$ cat src/rtl/rv32i_id_stage_if.sv
// IF->ID->EX handshake bundle for the RV32I decode stage.
// master is the decode stage itself; slave is the surrounding IF/EX environment.
interface rv32i_id_stage_if #(
    parameter int WIDTH = 32
);
    logic             i_valid;
    logic             o_ready;
    logic [31:0]      i_instr;
    logic [WIDTH-1:0] i_pc;
    logic             i_flush;
    logic             o_valid;
    logic             i_ready;
    logic [6:0]       o_opcode;
    logic [2:0]       o_funct3;
    logic [6:0]       o_funct7;
    logic [4:0]       o_rs1_addr;
    logic [4:0]       o_rs2_addr;
    logic [4:0]       o_rd_addr;
    logic [WIDTH-1:0] o_imm;
    logic [WIDTH-1:0] o_pc;
    logic             o_rd_we;
    logic             o_illegal;
    logic             o_is_muldiv;

    modport master (
        input  i_valid, i_instr, i_pc, i_flush, i_ready,
        output o_ready, o_valid, o_opcode, o_funct3, o_funct7, o_rs1_addr,
               o_rs2_addr, o_rd_addr, o_imm, o_pc, o_rd_we, o_illegal, o_is_muldiv
    );

    modport slave (
        output i_valid, i_instr, i_pc, i_flush, i_ready,
        input  o_ready, o_valid, o_opcode, o_funct3, o_funct7, o_rs1_addr,
               o_rs2_addr, o_rd_addr, o_imm, o_pc, o_rd_we, o_illegal, o_is_muldiv
    );
endinterface

$ cat src/rtl/rv32i_id_stage.sv
// RV32I instruction-decode stage: one-entry registered skid toward EX with immediate build and illegal detection.
// Optional RV32M acceptance is enabled by defining RV32I_ID_RV32M_EN.
module rv32i_id_stage #(
    parameter int WIDTH = 32
) (
    input  logic                 i_clk,
    input  logic                 i_rst,
    rv32i_id_stage_if.master     bus
);
    localparam logic [6:0] OPC_LUI    = 7'b0110111;
    localparam logic [6:0] OPC_AUIPC  = 7'b0010111;
    localparam logic [6:0] OPC_JAL    = 7'b1101111;
    localparam logic [6:0] OPC_JALR   = 7'b1100111;
    localparam logic [6:0] OPC_BRANCH = 7'b1100011;
    localparam logic [6:0] OPC_LOAD   = 7'b0000011;
    localparam logic [6:0] OPC_STORE  = 7'b0100011;
    localparam logic [6:0] OPC_OPIMM  = 7'b0010011;
    localparam logic [6:0] OPC_OP     = 7'b0110011;
    localparam logic [6:0] OPC_FENCE  = 7'b0001111;
    localparam logic [6:0] OPC_SYSTEM = 7'b1110011;

    localparam logic [6:0] F7_ZERO = 7'b0000000;
    localparam logic [6:0] F7_ALT  = 7'b0100000;
    localparam logic [6:0] F7_MULD = 7'b0000001;

    logic [31:0] instr;
    logic [6:0]  opcode;
    logic [2:0]  funct3;
    logic [6:0]  funct7;
    logic [4:0]  rd;

    logic [WIDTH-1:0] imm_next;
    logic             illegal_next;
    logic             writes_rd;
    logic             rd_we_next;
    logic             muldiv_next;

    logic             valid_reg;
    logic [6:0]       opcode_reg;
    logic [2:0]       funct3_reg;
    logic [6:0]       funct7_reg;
    logic [4:0]       rs1_reg;
    logic [4:0]       rs2_reg;
    logic [4:0]       rd_reg;
    logic [WIDTH-1:0] imm_reg;
    logic [WIDTH-1:0] pc_reg;
    logic             rd_we_reg;
    logic             illegal_reg;
    logic             muldiv_reg;

    logic ready;
    logic capture;

    assign instr   = bus.i_instr;
    assign opcode  = instr[6:0];
    assign funct3  = instr[14:12];
    assign funct7  = instr[31:25];
    assign rd      = instr[11:7];

    assign ready   = !valid_reg || bus.i_ready;
    assign capture = bus.i_valid && ready && !bus.i_flush;

    always_comb begin
        imm_next     = '0;
        illegal_next = 1'b0;
        writes_rd    = 1'b0;
        muldiv_next  = 1'b0;
        case (opcode)
            OPC_LUI, OPC_AUIPC: begin
                imm_next  = {instr[31:12], 12'b0};
                writes_rd = 1'b1;
            end
            OPC_JAL: begin
                imm_next  = {{12{instr[31]}}, instr[19:12], instr[20], instr[30:21], 1'b0};
                writes_rd = 1'b1;
            end
            OPC_JALR: begin
                imm_next     = {{20{instr[31]}}, instr[31:20]};
                writes_rd    = 1'b1;
                illegal_next = (funct3 != 3'b000);
            end
            OPC_BRANCH: begin
                imm_next     = {{20{instr[31]}}, instr[7], instr[30:25], instr[11:8], 1'b0};
                illegal_next = (funct3 == 3'b010) || (funct3 == 3'b011);
            end
            OPC_LOAD: begin
                imm_next     = {{20{instr[31]}}, instr[31:20]};
                writes_rd    = 1'b1;
                illegal_next = (funct3 == 3'b011) || (funct3 == 3'b110) || (funct3 == 3'b111);
            end
            OPC_STORE: begin
                imm_next     = {{20{instr[31]}}, instr[31:25], instr[11:7]};
                illegal_next = (funct3 > 3'b010);
            end
            OPC_OPIMM: begin
                // Shift amounts stay in imm[4:0]; funct7 bits only qualify legality
                imm_next  = {{20{instr[31]}}, instr[31:20]};
                writes_rd = 1'b1;
                if (funct3 == 3'b001)
                    illegal_next = (funct7 != F7_ZERO);
                else if (funct3 == 3'b101)
                    illegal_next = (funct7 != F7_ZERO) && (funct7 != F7_ALT);
            end
            OPC_OP: begin
                writes_rd = 1'b1;
                if (funct7 == F7_ALT)
                    illegal_next = (funct3 != 3'b000) && (funct3 != 3'b101);
`ifdef RV32I_ID_RV32M_EN
                else if (funct7 == F7_MULD)
                    muldiv_next = 1'b1;
`endif
                else if (funct7 != F7_ZERO)
                    illegal_next = 1'b1;
            end
            OPC_FENCE, OPC_SYSTEM: begin
                imm_next = '0;
            end
            default: illegal_next = 1'b1;
        endcase
        // Compressed/reserved low bits are never legal, whatever the opcode decode said
        if (instr[1:0] != 2'b11)
            illegal_next = 1'b1;
        rd_we_next = writes_rd && (rd != 5'd0) && !illegal_next;
    end

    always_ff @(posedge i_clk) begin
        if (i_rst) begin
            valid_reg   <= 1'b0;
            opcode_reg  <= '0;
            funct3_reg  <= '0;
            funct7_reg  <= '0;
            rs1_reg     <= '0;
            rs2_reg     <= '0;
            rd_reg      <= '0;
            imm_reg     <= '0;
            pc_reg      <= '0;
            rd_we_reg   <= 1'b0;
            illegal_reg <= 1'b0;
            muldiv_reg  <= 1'b0;
        end else if (bus.i_flush) begin
            valid_reg <= 1'b0;
        end else if (capture) begin
            valid_reg   <= 1'b1;
            opcode_reg  <= opcode;
            funct3_reg  <= funct3;
            funct7_reg  <= funct7;
            rs1_reg     <= instr[19:15];
            rs2_reg     <= instr[24:20];
            rd_reg      <= rd;
            imm_reg     <= imm_next;
            pc_reg      <= bus.i_pc;
            rd_we_reg   <= rd_we_next;
            illegal_reg <= illegal_next;
            muldiv_reg  <= muldiv_next;
        end else if (bus.i_ready) begin
            // Drain: data fields keep the last entry
            valid_reg <= 1'b0;
        end
    end

    assign bus.o_ready     = ready;
    assign bus.o_valid     = valid_reg;
    assign bus.o_opcode    = opcode_reg;
    assign bus.o_funct3    = funct3_reg;
    assign bus.o_funct7    = funct7_reg;
    assign bus.o_rs1_addr  = rs1_reg;
    assign bus.o_rs2_addr  = rs2_reg;
    assign bus.o_rd_addr   = rd_reg;
    assign bus.o_imm       = imm_reg;
    assign bus.o_pc        = pc_reg;
    assign bus.o_rd_we     = rd_we_reg;
    assign bus.o_illegal   = illegal_reg;
`ifdef RV32I_ID_RV32M_EN
    assign bus.o_is_muldiv = muldiv_reg;
`else
    assign bus.o_is_muldiv = 1'b0;
`endif
endmodule
$ cat src/flat_wrapper.sv
// flat-port wrapper written by rule: the top's interface ports become plain ports
module rv32i_id_stage_flat 
#(
    parameter int WIDTH = 32
)
  (i_clk, i_rst, bus_i_valid, bus_i_instr, bus_i_pc, bus_i_flush, bus_i_ready, bus_o_ready, bus_o_valid, bus_o_opcode, bus_o_funct3, bus_o_funct7, bus_o_rs1_addr, bus_o_rs2_addr, bus_o_rd_addr, bus_o_imm, bus_o_pc, bus_o_rd_we, bus_o_illegal, bus_o_is_muldiv);
  rv32i_id_stage_if #(.WIDTH(WIDTH)) bus_i ();
  input  logic i_clk;
  input  logic i_rst;
  input wire logic [$bits(bus_i.i_valid)-1:0] bus_i_valid;
  input wire logic [$bits(bus_i.i_instr)-1:0] bus_i_instr;
  input wire logic [$bits(bus_i.i_pc)-1:0] bus_i_pc;
  input wire logic [$bits(bus_i.i_flush)-1:0] bus_i_flush;
  input wire logic [$bits(bus_i.i_ready)-1:0] bus_i_ready;
  output wire logic [$bits(bus_i.o_ready)-1:0] bus_o_ready;
  output wire logic [$bits(bus_i.o_valid)-1:0] bus_o_valid;
  output wire logic [$bits(bus_i.o_opcode)-1:0] bus_o_opcode;
  output wire logic [$bits(bus_i.o_funct3)-1:0] bus_o_funct3;
  output wire logic [$bits(bus_i.o_funct7)-1:0] bus_o_funct7;
  output wire logic [$bits(bus_i.o_rs1_addr)-1:0] bus_o_rs1_addr;
  output wire logic [$bits(bus_i.o_rs2_addr)-1:0] bus_o_rs2_addr;
  output wire logic [$bits(bus_i.o_rd_addr)-1:0] bus_o_rd_addr;
  output wire logic [$bits(bus_i.o_imm)-1:0] bus_o_imm;
  output wire logic [$bits(bus_i.o_pc)-1:0] bus_o_pc;
  output wire logic [$bits(bus_i.o_rd_we)-1:0] bus_o_rd_we;
  output wire logic [$bits(bus_i.o_illegal)-1:0] bus_o_illegal;
  output wire logic [$bits(bus_i.o_is_muldiv)-1:0] bus_o_is_muldiv;
  assign bus_i.i_valid = bus_i_valid;
  assign bus_i.i_instr = bus_i_instr;
  assign bus_i.i_pc = bus_i_pc;
  assign bus_i.i_flush = bus_i_flush;
  assign bus_i.i_ready = bus_i_ready;
  assign bus_o_ready = bus_i.o_ready;
  assign bus_o_valid = bus_i.o_valid;
  assign bus_o_opcode = bus_i.o_opcode;
  assign bus_o_funct3 = bus_i.o_funct3;
  assign bus_o_funct7 = bus_i.o_funct7;
  assign bus_o_rs1_addr = bus_i.o_rs1_addr;
  assign bus_o_rs2_addr = bus_i.o_rs2_addr;
  assign bus_o_rd_addr = bus_i.o_rd_addr;
  assign bus_o_imm = bus_i.o_imm;
  assign bus_o_pc = bus_i.o_pc;
  assign bus_o_rd_we = bus_i.o_rd_we;
  assign bus_o_illegal = bus_i.o_illegal;
  assign bus_o_is_muldiv = bus_i.o_is_muldiv;
  rv32i_id_stage #(.WIDTH(WIDTH)) u_core (.i_clk(i_clk), .i_rst(i_rst), .bus(bus_i));
endmodule
$ cat config.mk
export PLATFORM = sky130hd
export DESIGN_NAME = rv32i_id_stage_flat
export DESIGN_NICKNAME = d
export VERILOG_FILES = /design/src/rtl/rv32i_id_stage_if.sv /design/src/rtl/rv32i_id_stage.sv /design/src/flat_wrapper.sv
export SDC_FILE = /design/constraint.sdc
export NUM_CORES = 1
export LEC_CHECK = 0
export ABC_CLOCK_PERIOD_IN_PS = 1870
export CAP_MARGIN = 20
export CORE_ASPECT_RATIO = 0.75
export CORE_MARGIN = 2
export CORE_UTILIZATION = 40
export CTS_CLUSTER_DIAMETER = 100
export DETAILED_ROUTE_END_ITERATION = 7
export DONT_BUFFER_PORTS = 1
export PLACE_DENSITY = 0.63
export SLEW_MARGIN = 0
export SYNTH_ARGS = -nofsm -noshare
export SYNTH_HDL_FRONTEND = slang
export SYNTH_SLANG_ARGS = --single-unit
export TNS_END_PERCENT = 50
$ cat constraint.sdc
create_clock -name i_clk -period 1.87 [get_ports i_clk]
set_input_delay 0.187 -clock i_clk [delete_from_list [all_inputs] [get_ports i_clk]]
set_output_delay 0.187 -clock i_clk [all_outputs]
set_load 0.05 [all_outputs]
### Word-level counts from Yosys, hierarchy flattened

Cells that the tools add are included.

* magnitude comparators: 1
* equal/unequal tests: 21
* muxes and demuxes: 10
* bitwise logic cells: 1
* reductions and logical operators: 23

Operators with widths (count)
* $pmux W32 S5: 1
* $eq A7 B6 Y1 const B: 4
* $eq A7 B7 Y1 const B: 4
* $eq A7 B5 Y1 const B: 2
* $eq A3 B3 Y1 const B: 3
* $mux W1: 8
* $eq A7 B2 Y1 const B: 1
* $eq A7 B4 Y1 const B: 1
* $ne A7 B6 Y1 const B: 1
* $pmux W1 S7: 1
* $reduce_bool A7 Y1: 1
* $reduce_or A7 Y1: 1
* $eq A3 B2 Y1 const B: 2
* $logic_and A1 B1 Y1: 6
* $reduce_bool A5 Y1: 1
* $reduce_or A5 Y1: 1
* $logic_or A1 B1 Y1: 4
* $reduce_or A2 Y1: 2
* $eq A3 B1 Y1 const B: 1
* $gt A3 B2 Y1 const B: 1
* $logic_not A1 Y1: 3
* $ne A3 B3 Y1 const B: 1
* $reduce_bool A3 Y1: 1
* $reduce_or A3 Y1: 1
* other kinds (4): 4

* flip-flop bits (word level): 99
* bits of input ports: 69
* output and inout bits: 101
* logic and storage cells: 67

### Logic depth before layout (Yosys ltp)

* depth in word-level cells: 8
* mapped depth: 8
* mapped depth without buffers: 5

### Worst setup path before layout

Ideal clock, no wire load.

* path kind: reg2reg
* start point: register u_core.valid_reg (netlist: u_core.bus.o_valid)
* end point: register u_core.pc_reg[22] (netlist: u_core.bus.o_pc[22])
* library setup time: 0.071 ns
* arrival time: 2.151 ns
* data required time: 1.799 ns
* slack: -0.351 ns
* cell stages (with the launch flop): 8
* buffers on the path: 2
* period minus slack after synthesis: 2.221 ns
* cell sequence: dfxtp_1 > nor2b_1 > inv_1 > nand3b_2 > clkbuf_1 > buf_1 > nand2_1 > a21oi_1

* cells in the longest elaborated chain, start to end: 5

RTL lines
* from (decl): RTL line rv32i_id_stage.sv:38 `logic valid_reg;`
* from (signal assigned): RTL line rv32i_id_stage.sv:128 `valid_reg <= 1'b0;`
* from (signal assigned): RTL line rv32i_id_stage.sv:141 `valid_reg <= 1'b0;`
* from (signal assigned): RTL line rv32i_id_stage.sv:143 `valid_reg <= 1'b1;`
* $logic_not A1 Y1: RTL line rv32i_id_stage.sv:60 `assign ready = !valid_reg || bus.i_ready;`
* $logic_or A1 B1 Y1: RTL line rv32i_id_stage.sv:60
* named net bus_o_ready: RTL line flat_wrapper.sv:15 `output wire logic [$bits(bus_i.o_ready)-1:0] bus_o_ready;`
* $logic_and A1 B1 Y1 (2 in a row): RTL line rv32i_id_stage.sv:61 `assign capture = bus.i_valid && ready && !bus.i_flush;`
* $reduce_and A2 Y1 (no line)
* to (signal assigned): RTL line rv32i_id_stage.sv:151 `pc_reg <= bus.i_pc;`
* to (decl): RTL line rv32i_id_stage.sv:46 `logic [WIDTH-1:0] pc_reg;`

The timed path passes the listed nets, and every way through them passes these cells.
A chain may end at the register's enable or synchronous reset.

### Worst setup path after layout

* start point: input bus_i_instr[3]
* end point: register u_core.imm_reg[25] (netlist: u_core.bus.o_imm[25])

* cells in the longest elaborated chain, start to end: 3
* elaborated cells between the ends (all ways): 11
* those cells by class: eq/ne: 8; mux: 1; reduce/logical: 2

RTL lines
* from (decl): RTL line flat_wrapper.sv:11 `input wire logic [$bits(bus_i.i_instr)-1:0] bus_i_instr;`
* $eq A7 B7 Y1 (tied with other cells): RTL line rv32i_id_stage.sv:68 `case (opcode)`
* $reduce_or A3 Y1 (no line) / $reduce_or A2 Y1 (equally long branches)
* $pmux W32 S5 *: RTL line rv32i_id_stage.sv:68
* to (signal assigned): RTL line rv32i_id_stage.sv:150 `imm_reg <= imm_next;`
* to (decl): RTL line rv32i_id_stage.sv:45 `logic [WIDTH-1:0] imm_reg;`

Mark *: on every way between the ends. The rest lies on a longest branch, timed or not.

==> impl_metrics.csv <==
group,metric,value,unit
outcome,outcome,"finished, final reports clean",
placement,place_inst,607,
detailed_routing,drtIter0Drc,225,
synthesis,synth.avg_cell_area,8.10,um2
global_routing,grt_pass1_vias,3609,
floorplanning,coreArea,9620,um2
cells_and_area,areaGrowthSynthToFinish,31.9,%
power_and_ir_drop,internal-power,3.55,mW
setup_path,critPathKind,"in -> reg",
detailed_routing,wirelength,12700,um
floorplanning,die_area,10600,um2
clock_network,clock_path_buffers,2,
power_and_ir_drop,p_sw,1.33,mW
sta,finalClockSkew,0.00893,ns
synthesis,synthCells,485,
clock_network,clockRootBuffer,"clkbuf_16",
global_routing,use_met1,30.0,%
cells_and_area,layoutNonFillerInstCount,693,
setup_path,startpoint,"bus_i_instr[3]",
setup_path,end_kind,"flop",
global_routing,grt_util_met3,11.5,%
setup_path,reg2reg_to,"u_core.bus.o_imm[31]$_SDFFE_PP0P_",
synthesis,synth_top_cell_by_area,"dfxtp_1",
detailed_routing,ant_nets,0,
detailed_routing,drt_first_pass_iters,5,
power_and_ir_drop,seqPwrFrac,50.5,%
synthesis,ys.flop_type,"dfxtp_1",
sta,worst_pin_slew,0.565,ns
floorplanning,fp-row-count,31,
floorplanning,io_pins,170,
worst_hold_path,hold_class,"in -> reg",
global_routing,track_usage,24.0,%
synthesis,synthDominantCellAreaShare,50.5,%
global_routing,grt_max_degree,83,
synthesis,synth-edff-count,0,
cells_and_area,most-common-layout-cells,"153 x nand2_1, 98 x dfxtp_1, 75 x a21oi_1",
setup_path,arrival,2.01,ns
sta,maxSlewViolCount,0,
sta,finalCritPeriodShare,95.1,%
placement,io_buffers,0,
placement,place_congestion,0.911,
detailed_routing,post-route-drc-count,0,
setup_path,r2r_cells,7,
detailed_routing,routedWlPerCell,18.3,um
cells_and_area,finalCoreUtilization,53.8,%
clock_network,clk_pin_slew,0.06,ns
global_routing,grt-ovfl-total,0,
power_and_ir_drop,power_per_cell_area,942,nW/um2
global_routing,grt_use_met2,36.9,%
cells_and_area,final_nets,625,
setup_path,r2r_start,"u_core.bus.o_valid$_SDFFE_PP0P_",
detailed_routing,num_vias,3724,
sta,hold_viol,0,
synthesis,yosys-top-cells-area,"dfxtp_1 50%, nand2_1 15%, a21oi_1 9.6%",
setup_path,path_max_fanout,10,
global_routing,grt_pass1_wl,19900,um
clock_network,cts_buffers,9,
setup_path,rrSetupSlack,0.10,ns
global_routing,antenna_found_initial,0,
synthesis,ys_ff_latch,99,
clock_network,cts.sinks,99,
power_and_ir_drop,combPwrFrac,9.9,%
power_and_ir_drop,vdd_drop_max,0.601,mV
placement,dp_hpwl,8120,um
cells_and_area,diodes,0,
floorplanning,die_h,89.8,um
sta,post-route-min-period,1.78,ns
setup_path,cp-endpoint,"u_core.bus.o_imm[25]$_SDFFE_PP0P_",
power_and_ir_drop,clkPwrFrac,39.6,%
power_and_ir_drop,p_leak,1.90,nW
setup_path,crit_required,2.10,ns
synthesis,ys_seq_area_share,50.5,%
synthesis,synth_cell_types,51,
synthesis,netlist_area,3930,um2
setup_path,startpoint_type,"input pin",
sta,max_freq,562,MHz
clock_network,cts_tree,"built",
cells_and_area,drive_gt1_share,12.3,%
synthesis,synth.net_count,554,
synthesis,yosysWarnings,0,
detailed_routing,via_per_inst,5.37,
synthesis,synthArstFlopShare,0,%
cells_and_area,layout_commonest_cell,"nand2_1",
sta,slew_headroom,62.3,%
clock_network,clock_latency,0.35,ns
cells_and_area,nFillCells,901,
floorplanning,fp.dieW,118,um
floorplanning,start_util,40.8,%
sta,setup_violations,0,
power_and_ir_drop,p_sw_share,27.2,%
run,drv_cap,0,
global_routing,top_usage_layer,"met2",
clock_network,htree_levels,3,
[cell usage after synthesis (2+ instances only)]
| cell | number |
|---|---|
| nand3_1 | 6 |
| buf_1 | 2 |
| o21a_1 | 2 |
| a31oi_1 | 6 |
| a211oi_1 | 7 |
| nor2b_1 | 3 |
| buf_4 | 3 |
| nand2_1 | 154 |
| clkbuf_1 | 27 |
| a2bb2oi_1 | 2 |
| inv_1 | 3 |
| nor2_1 | 23 |
| a21oi_1 | 75 |
| a22o_1 | 2 |
| buf_6 | 2 |
| o21ai_0 | 3 |
| nand2b_1 | 3 |
| buf_2 | 3 |
| dfxtp_1 | 99 |
| o21ai_2 | 10 |
| nor3_1 | 5 |
| o22ai_1 | 2 |
| a22oi_1 | 10 |
| nand3b_1 | 2 |
| nor3b_1 | 3 |
| and3b_1 | 3 |
[worst min path at each step]
stage	startpoint	endpoint	slack, ns	cells after the start
floorplan	bus_i_flush	u_core.bus.o_valid$_SDFFE_PP0P_	0.26	1
global placement	bus_i_flush	u_core.bus.o_valid$_SDFFE_PP0P_	0.26	1
detailed placement	bus_i_flush	u_core.bus.o_valid$_SDFFE_PP0P_	0.26	1
CTS	bus_i_pc[22]	u_core.bus.o_pc[22]$_SDFFE_PP0P_	0.0008	2
global route	bus_i_instr[15]	u_core.bus.o_imm[15]$_SDFFE_PP0P_	0.002	2
finish	bus_i_pc[22]	u_core.bus.o_pc[22]$_SDFFE_PP0P_	0.006	2
[power by group through the flow]
stage / logic, mW / clock network (mW) / registers (mW)
after floorplan: 0.239 / 0 / 2.54
after global placement: 0.310 / 0 / 2.51
after detailed placement: 0.315 / 0 / 2.51
after CTS: 0.464 / 1.97 / 2.46
after global routing: 0.526 / 2.07 / 2.47
final: 0.483 / 1.93 / 2.46
[critical path, stage by stage]
cell	delay (ns)
and4bb_2	0.27
a32o_1	0.26
buf_4	0.17
nand2b_1	0.17
a21oi_2	0.27
a211oi_1	0.12
dlygate4sd3_1	0.57
[what timing repair did]
item,4_1_cts,5_1_grt
hold endpoints to repair,85,1
hold buffers,66,1
setup endpoints to repair,0,2
buffers inserted,0,3
resized for setup,0,4
[through the flow]
stage	power, mW	setup slack (ns)	cell area (um2)	hold WS [ns]	setup TNS [ns]
floorplan	2.78	0.0232	3930	0.259	0
global placement	2.82	0.0570	4140	0.259	0
detailed placement	2.83	0.0518	4140	0.261	0
CTS	4.90	0.0259	5130	0.000819	0
global route	5.06	-0.00895	5180	0.00220	-0.0112
finish	4.88	0.0921	5180	0.00573	0
[flip-flops by register name, indices dropped and copies added (netlist names)]
name / cells
u_core.bus.o_valid: 1
u_core.bus.o_rd_addr: 5
u_core.bus.o_rs1_addr: 5
u_core.bus.o_illegal: 1
u_core.bus.o_rd_we: 1
u_core.bus.o_funct7: 7
u_core.bus.o_imm: 32
u_core.bus.o_opcode: 7
u_core.bus.o_funct3: 3
u_core.bus.o_pc: 32
u_core.bus.o_rs2_addr: 5
[per-layer routing]
layer  routed length, um  vias up  part of all wire, %
met5                   0        -                    0
met4                 221        0                  1.7
met3                1520       19                   12
met2                5640      185                   45
met1                5280     1727                   42
li1                    -     1793                    -
[cell type report]
| class | instances | area (um2) | share of cell area [%] |
|---|---|---|---|
| Clock buffer | 13 | 270 | 5.22 |
| Clock inverter | 3 | 43.8 | 0.846 |
| Inverter | 3 | 11.3 | 0.217 |
| Multi-Input combinational cell | 346 | 1780 | 34.5 |
| Sequential cell | 99 | 1980 | 38.3 |
| Tap cell | 132 | 165 | 3.19 |
| Timing Repair Buffer | 97 | 921 | 17.8 |
[cells by family (layout without fill, tap and decap cells)]
logic type,Yosys count,count (layout),synth area share (%)
AO/OA/AOI/OAI,132,132,21.4
buffers and inverters,40,116,4.59
flip-flops,99,99,50.5
other,1,1,0.0955
AND/OR/NAND/NOR,213,213,23.4
No activity file was read; power rests on OpenSTA's default activity.
